===== src/rtl/drive_enve_addr_sequencer.sv =====
// Envelope-memory read-address sequencer: plays (start, length) instructions with one pending slot.
// Optional DRIVE_ENVE_LOOP_EN adds the inst_loop port (each envelope plays inst_loop+1 passes).
module drive_enve_addr_sequencer #(
   parameter int ADDR_WIDTH = 10,
   parameter int LEN_WIDTH  = 8,
   parameter int LOOP_WIDTH = 4
) (
   input  logic                  clk,
   input  logic                  rst,
   input  logic                  valid_inst_table_in,
   input  logic [ADDR_WIDTH-1:0] inst_start_addr,
   input  logic [LEN_WIDTH-1:0]  inst_length,
`ifdef DRIVE_ENVE_LOOP_EN
   input  logic [LOOP_WIDTH-1:0] inst_loop,
`endif
   output logic                  inst_ready,
   input  logic                  abort,
   output logic [ADDR_WIDTH-1:0] enve_memory_addr,
   output logic                  addr_valid,
   output logic                  start_read_addr,
   output logic                  is_read_env_fin,
   output logic                  busy
);

   localparam logic [0:0] S_IDLE = 1'b0;
   localparam logic [0:0] S_RUN  = 1'b1;

   logic [0:0]            state_q, state_d;
   logic [ADDR_WIDTH-1:0] addr_q, addr_d, cur_start_q, cur_start_d, pend_addr_q, pend_addr_d;
   logic [LEN_WIDTH-1:0]  rem_q, rem_d, cur_len_q, cur_len_d, pend_len_q, pend_len_d;
   logic [LOOP_WIDTH-1:0] loop_cnt_q, loop_cnt_d, pend_loop_q, pend_loop_d;
   logic                  valid_q, valid_d, start_q, start_d, fin_q, fin_d;
   logic                  pend_valid_q, pend_valid_d, busy_q, busy_d;
   logic [LOOP_WIDTH-1:0] loop_in;
   logic                  acc_nz, ld;
   logic [ADDR_WIDTH-1:0] ld_addr;
   logic [LEN_WIDTH-1:0]  ld_len;
   logic [LOOP_WIDTH-1:0] ld_loop;

`ifdef DRIVE_ENVE_LOOP_EN
   assign loop_in = inst_loop;
`else
   assign loop_in = '0;
`endif

   assign inst_ready = !pend_valid_q && !abort;
   // Zero-length instructions are accepted but never reach pending or RUN.
   assign acc_nz     = valid_inst_table_in && inst_ready && (inst_length != '0);

   always_comb begin
      state_d      = state_q;
      addr_d       = addr_q;
      rem_d        = rem_q;
      loop_cnt_d   = loop_cnt_q;
      cur_start_d  = cur_start_q;
      cur_len_d    = cur_len_q;
      valid_d      = valid_q;
      start_d      = 1'b0;
      fin_d        = 1'b0;
      pend_valid_d = pend_valid_q;
      pend_addr_d  = pend_addr_q;
      pend_len_d   = pend_len_q;
      pend_loop_d  = pend_loop_q;
      ld           = 1'b0;
      ld_addr      = inst_start_addr;
      ld_len       = inst_length;
      ld_loop      = loop_in;
      if (abort) begin
         state_d      = S_IDLE;
         valid_d      = 1'b0;
         pend_valid_d = 1'b0;
      end else if (state_q == S_IDLE) begin
         if (acc_nz) ld = 1'b1;
         else        valid_d = 1'b0;
      end else if (rem_q != '0 || loop_cnt_q != '0) begin
         if (rem_q != '0) begin
            addr_d = addr_q + 1'b1;
            rem_d  = rem_q - 1'b1;
            fin_d  = (rem_q == LEN_WIDTH'(1)) && (loop_cnt_q == '0);
         end else begin
            // Next pass of a looped envelope restarts without a start pulse.
            addr_d     = cur_start_q;
            rem_d      = cur_len_q - 1'b1;
            loop_cnt_d = loop_cnt_q - 1'b1;
            fin_d      = (cur_len_q == LEN_WIDTH'(1)) && (loop_cnt_q == LOOP_WIDTH'(1));
         end
         if (acc_nz) begin
            pend_valid_d = 1'b1;
            pend_addr_d  = inst_start_addr;
            pend_len_d   = inst_length;
            pend_loop_d  = loop_in;
         end
      end else if (pend_valid_q) begin
         ld           = 1'b1;
         ld_addr      = pend_addr_q;
         ld_len       = pend_len_q;
         ld_loop      = pend_loop_q;
         pend_valid_d = 1'b0;
      end else if (acc_nz) begin
         ld = 1'b1;
      end else begin
         state_d = S_IDLE;
         valid_d = 1'b0;
      end
      if (ld) begin
         state_d     = S_RUN;
         addr_d      = ld_addr;
         rem_d       = ld_len - 1'b1;
         loop_cnt_d  = ld_loop;
         cur_start_d = ld_addr;
         cur_len_d   = ld_len;
         valid_d     = 1'b1;
         start_d     = 1'b1;
         fin_d       = (ld_len == LEN_WIDTH'(1)) && (ld_loop == '0);
      end
      busy_d = (state_d == S_RUN) || pend_valid_d;
   end

   always_ff @(posedge clk or posedge rst) begin
      if (rst) begin
         state_q      <= S_IDLE;
         addr_q       <= '0;
         rem_q        <= '0;
         loop_cnt_q   <= '0;
         cur_start_q  <= '0;
         cur_len_q    <= '0;
         valid_q      <= 1'b0;
         start_q      <= 1'b0;
         fin_q        <= 1'b0;
         pend_valid_q <= 1'b0;
         pend_addr_q  <= '0;
         pend_len_q   <= '0;
         pend_loop_q  <= '0;
         busy_q       <= 1'b0;
      end else begin
         state_q      <= state_d;
         addr_q       <= addr_d;
         rem_q        <= rem_d;
         loop_cnt_q   <= loop_cnt_d;
         cur_start_q  <= cur_start_d;
         cur_len_q    <= cur_len_d;
         valid_q      <= valid_d;
         start_q      <= start_d;
         fin_q        <= fin_d;
         pend_valid_q <= pend_valid_d;
         pend_addr_q  <= pend_addr_d;
         pend_len_q   <= pend_len_d;
         pend_loop_q  <= pend_loop_d;
         busy_q       <= busy_d;
      end
   end

   assign enve_memory_addr = addr_q;
   assign addr_valid       = valid_q;
   assign start_read_addr  = start_q;
   assign is_read_env_fin  = fin_q;
   assign busy             = busy_q;

endmodule


===== config.mk =====
export PLATFORM = sky130hd
export DESIGN_NAME = drive_enve_addr_sequencer
export DESIGN_NICKNAME = d
export VERILOG_FILES = /design/src/rtl/drive_enve_addr_sequencer.sv
export SDC_FILE = /design/constraint.sdc
export NUM_CORES = 1
export LEC_CHECK = 0
export CELL_PAD_IN_SITES_DETAIL_PLACEMENT = 1
export CELL_PAD_IN_SITES_GLOBAL_PLACEMENT = 2
export CORE_AREA = 5 5 84 144
export DETAILED_ROUTE_END_ITERATION = 8
export DIE_AREA = 0 0 89 149
export PLACE_DENSITY = 0.84
export SLEW_MARGIN = 20
export SYNTH_ARGS = -nofsm -noshare
export SYNTH_HDL_FRONTEND = slang
export SYNTH_SLANG_ARGS = --single-unit

===== constraint.sdc =====
create_clock -name clk -period 3.65 [get_ports clk]
set_input_delay 0.73 -clock clk [delete_from_list [all_inputs] [get_ports clk]]
set_output_delay 0.73 -clock clk [all_outputs]
set_load 0.1 [all_outputs]

---- Yosys cells after proc, flatten, opt, wreduce, memory -nomap -nowiden ----
Index checks and enable logic that the tools add are counted.
storage, ports and cells
  flip-flop bits (word level) ............. 64
  input bits .............................. 22
operators by class
  $add $sub $neg .......................... 5
  eq/ne operators ......................... 8
  multiplexer cells ....................... 48
  bitwise gates (word level) .............. 1
  reduce and logical (&&, ||, !) cells .... 19
operators with widths
  operator               number
  $mux 10                9
  $mux 8                 9
  $mux 1                 25
  $eq 8x1->1 const B     3
  $sub 8x1->8 const B    3
  $mux 4                 5
  $reduce_bool 8->1      2
  $add 10x1->10 const B  1
  $reduce_and 4->1       2
  $logic_and 1x1->1      5
  $eq 4x1->1 const B     1
  $logic_not 4->1        1
  $ne 4x3->1 const B     1
  $ne 4x4->1 const B     1
  $reduce_bool 2->1      2
  $reduce_bool 4->1      1
  $sub 4x1->4 const B    1
  $reduce_and 3->1       1
  $logic_not 1->1        2
  $logic_or 1x1->1       2
  $ne 2x1->1 const B     1
  $ne 2x2->1 const B     1
  $reduce_and 2->1       1
  $not 1->1              1

---- Logic depth before layout (Yosys ltp) ----
  depth after elaboration ................. 11
  gate-level depth with buffers ........... 14
  gate-level depth less buffers ........... 13

---- Least setup slack after synthesis ----
No wires, ideal clock.
  path kind ............................... register to register
  from .................................... register rem_q[2]
  to ...................................... register rem_q[6]
  library setup time ...................... 0.129 ns
  arrival ................................. 2.991 ns
  required time ........................... 3.521 ns
  slack ................................... 0.530 ns
  cell stages (with the launch flop) ...... 13
  path buffers ............................ 1
  period minus slack after synthesis ...... 3.120 ns
  cells stage by stage .................... dfrtp_1 -> or4_4 -> or3_4 -> or2_1 -> buf_6 -> mux2i_1 -> ha_1 -> nor3b_1 -> nand2_1 -> xor2_1 -> nor3_1 -> a211oi_1 -> o21ai_0
between the ends
  cells in the longest elaborated chain, start to end .. 7
  elaborated cells between the ends (all ways) .. 19
  classes of those cells .................. add/sub (2); eq/ne (1); mux (11); reduce/logical (5)
RTL lines
  element                                            RTL line  RTL
  from (decl)                                        30        logic [LEN_WIDTH-1:0] rem_q, rem_d, cur_len_q, cur_len_d, pend_len_q, pend_len_d;
  from (signal assigned)                             138       rem_q <= rem_d;
  $reduce_bool 8->1                                  75, 76
  $logic_or 1x1->1                                   75        end else if (rem_q != '0 || loop_cnt_q != '0) begin
  $mux 8 / $mux 1 (equally long branches)            75
  $mux 8 / $mux 1 (equally long branches)            72        end else if (state_q == S_IDLE) begin
  $mux 8 / $mux 1 (equally long branches)            68        if (abort) begin
  $sub 8x1->8, or another cell as far along          108       rem_d = ld_len - 1'b1;
  $mux 8 / $reduce_and 3->1 (equally long branches)  -
Several ways; a longest one is shown, not always the timed one. The select of a mux whose other input is x is not followed.
A chain may end at the register's enable or synchronous reset.

---- Worst setup path after layout ----
Same ends and word-level chain as after synthesis.

==> impl_metrics.toml <==
[floorplanning]
rows = 50
pin_count = 37
initial_utilization_pct = 35.1
die-height_um = 149
core_region_area_um2 = 10700
die_w_um = 89
fp.dieArea_um2 = 13300

[route]
post_drt_wl_per_cell_um = 20.3
totalWireLength_um = 11900
drt-pass1-iter-count = 4
first_iter_violations = 150
routed_via_density = 5.68
route.detailed.drc = 0
postRouteAntennaNets = 0
vias = 3320

[clock_tree]
postCtsHoldBufs = 0
cts_max_path_buffers = 2
cts.sink_count = 64
cts_resized = 0
cts_setup_buffers = 0
cts_tree = "done"
clk_pin_slew_ns = 0.06
cts_buffers = 9
insertion_delay_ns = 0.33
h-tree-depth = 3
cts_root_buf = "clkbuf_16"

[yosys]
syn_avg_cell_area_um2 = 9.34
synth-seq-cells = 64
syn_nets = 433
synth_ff_type = "dfrtp_1"
syn_area_um2 = 3750
syn_inst = 402
synth_warnings = 0
synth_seq_area_share_pct = 42.7
async_flop_share_pct = 100
synth_enable_flop_cells = 0
ys_types = 56

[min_path]
hold_class = "reg -> reg"
min-delay-start = "addr_valid"

[sta]
max_slew.worst_pin.slew_ns = 0.979
whs_ns = 0.475
slew_violations = 0
max_slew_margin_pct = 34.5
tns_ns = 0
final.min_clock_period_ns = 3.27
fmax_mhz = 306
setup_viol = 0
finalHoldViolCount = 0
period_share_pct = 89.5
fin_skew_ns = 0.00529
rsz0062_at_grt = "false"

[global_route]
grt_usage_pct = 19.0
grt_pass1_wl_um = 19100
grt_pass1_vias = 3650
grt_max_degree = 52
overflow = 0
antenna_found_initial = 0

[pwr]
ir_worst_vdd_mv = 0.583
powerDensity_nw_per_um2 = 698
p_leak_nw = 1.85
finalPower_mw = 3.19

[worst_setup_path]
worst_setup_path_start_kind = "flop"
critPathKind = "reg -> reg"
cp_slowest_cell = "or4_4"
worst_setup_path_end_kind = "flop"
cp.arrival_ns = 3.47
crit_path_start = "rem_q[2]"
cpPeakStageDelay_ns = 0.61
crit_family = "simple AND/OR/NAND/NOR gates"
crit_fanout = 7
r2r_start = "rem_q[2]"
cp_cell_sequence = "or4_4 -> or3_4 -> or2_1 -> mux2i_1 -> ha_1 -> nor3b_1 -> nand2_1 -> xor2_1 -> nor3_1 -> a211oi_1 -> o21ai_0"
cp_num_buf_inv = 0
required_ns = 3.85
r2r_setup_slack_ns = 0.38

[placed_design]
gp_congestion = 0.902
port-buffer-count = 36
dp_hpwl_um = 8750
place_area_um2 = 4310
dp_cells = 569

[flow_run]
cap_violations = 0

[cells_and_area]
syn_to_final_growth_pct = 21.9
final_net_count = 481
n_antenna_cell = 0
drive_gt1_share_pct = 13.6
stdcell_area_um2 = 4580
finalNonFillerCells = 585

[outcome]
status = "completed"
## per-layer routing
layer / part of all wire [%] / routed length (um) / vias up / global-route usage (%)
met1: 37 / 4430 / 1678 / 20.5
met4: 5.0 / 589 / 0 / 11.0
met5: 0 / 0 / - / 0
met3: 2.7 / 326 / 33 / 3.26
li1: - / - / 1541 / -
met2: 55 / 6510 / 68 / 33.7
## state kept, by name, indices dropped and copies added (netlist names)
name and cells:
cur_start_q 10, enve_memory_addr 10, pend_addr_q 10, cur_len_q 8
pend_len_q 8, rem_q 8, loop_cnt_q 4, addr_valid 1
busy 1, is_read_env_fin 1, pend_valid_q 1, start_read_addr 1
state_q 1
## final timing paths
path                                        end  depth (start not counted)
worst max-delay path                   rem_q[6]                         11
min in group asynchronous       start_read_addr                          2
max in group asynchronous         pend_len_q[5]                          3
worst max register to register         rem_q[6]                         11
worst min register to register       addr_valid                          2
worst min-delay path                 addr_valid                          2
## cells in the mapped netlist, types with 2 or more instances
cell type / instances / area share [%]
nor3_1: 12 / 1.6
or3_1: 4 / 0.67
buf_6: 3 / 0.90
dfrtp_1: 64 / 43
o211ai_1: 5 / 1.0
a21oi_1: 22 / 2.9
nor2_1: 52 / 5.2
nor4_4: 2 / 1.1
a21o_1: 2 / 0.40
inv_1: 14 / 1.4
o22ai_1: 6 / 1.0
mux2_1: 2 / 0.60
ha_1: 9 / 3.0
buf_4: 2 / 0.40
buf_2: 6 / 0.80
clkbuf_1: 6 / 0.60
nand2b_1: 3 / 0.50
a221o_1: 2 / 0.53
or4_1: 5 / 1.0
nor4_1: 7 / 1.2
mux2_2: 16 / 4.8
a211oi_1: 12 / 2.4
or4_4: 2 / 0.60
a31oi_1: 10 / 1.7
nor3b_1: 2 / 0.40
o31ai_1: 5 / 1.0
mux2i_1: 9 / 2.4
nand4_1: 2 / 0.33
nand2_1: 38 / 3.8
a221oi_1: 2 / 0.47
xnor2_1: 15 / 3.5
o21ai_0: 16 / 2.1
xor2_1: 10 / 2.3
nor4b_1: 2 / 0.47
nand3_1: 12 / 1.6
## cells by family (layout without fill, tap and decap cells)
family / after synthesis / after routing / synth area share, %
simple gates: 152 / 152 / 20.3
compound gates: 91 / 91 / 15.9
flops: 64 / 64 / 42.7
buf+inv: 34 / 87 / 4.43
xor+xnor: 25 / 25 / 5.83
mux: 27 / 27 / 7.80
fa+ha+maj: 9 / 9 / 3.00
## placed cells by master, fill, tap and decap left out, types with 10 or more instances in the layout
| cell | netlist | routed |
|---|---|---|
| dfrtp_1 | 64 | 64 |
| xor2_1 | 10 | 10 |
| o21ai_0 | 16 | 16 |
| xnor2_1 | 15 | 15 |
| inv_1 | 14 | 13 |
| a31oi_1 | 10 | 10 |
| a21oi_1 | 22 | 22 |
| a211oi_1 | 12 | 12 |
| nor3_1 | 12 | 12 |
| mux2_2 | 16 | 16 |
| buf_4 | 2 | 21 |
| nand3_1 | 12 | 12 |
| nor2_1 | 52 | 52 |
| nand2_1 | 38 | 38 |
| clkdlybuf4s50_1 | 0 | 34 |
## report_power, final
group | switching, mW | total (mW) | internal [mW]
registers | 0.262 | 1.17 | 0.906
logic | 0.804 | 1.24 | 0.435
clock network | 0.310 | 0.786 | 0.476
total | 1.38 | 3.19 | 1.82
## per-stage QoR
step,setup WS [ns],util (%)
finish,0.382,42.8
global route,0.118,42.8
CTS,0.358,42.8
detailed placement,0.334,40.3
global placement,0.456,40.3
floorplan,0.530,-
## cell type report
| class | count | area [um^2] |
|---|---|---|
| clock inverter | 3 | 17.5 |
| inverter | 16 | 60.1 |
| sequential | 64 | 1600 |
| tap | 130 | 163 |
| multi-input combinational | 304 | 1990 |
| fill | 1259 | 6120 |
| timing repair buffer | 55 | 498 |
| clock buffer | 13 | 250 |
## tightest hold or removal path, stage by stage (launching register included)
cell	delay (ns)
dfrtp_1	0.34
nand2_1	0.05
nand2_1	0.06
No activity file was read; power rests on OpenSTA's default activity.
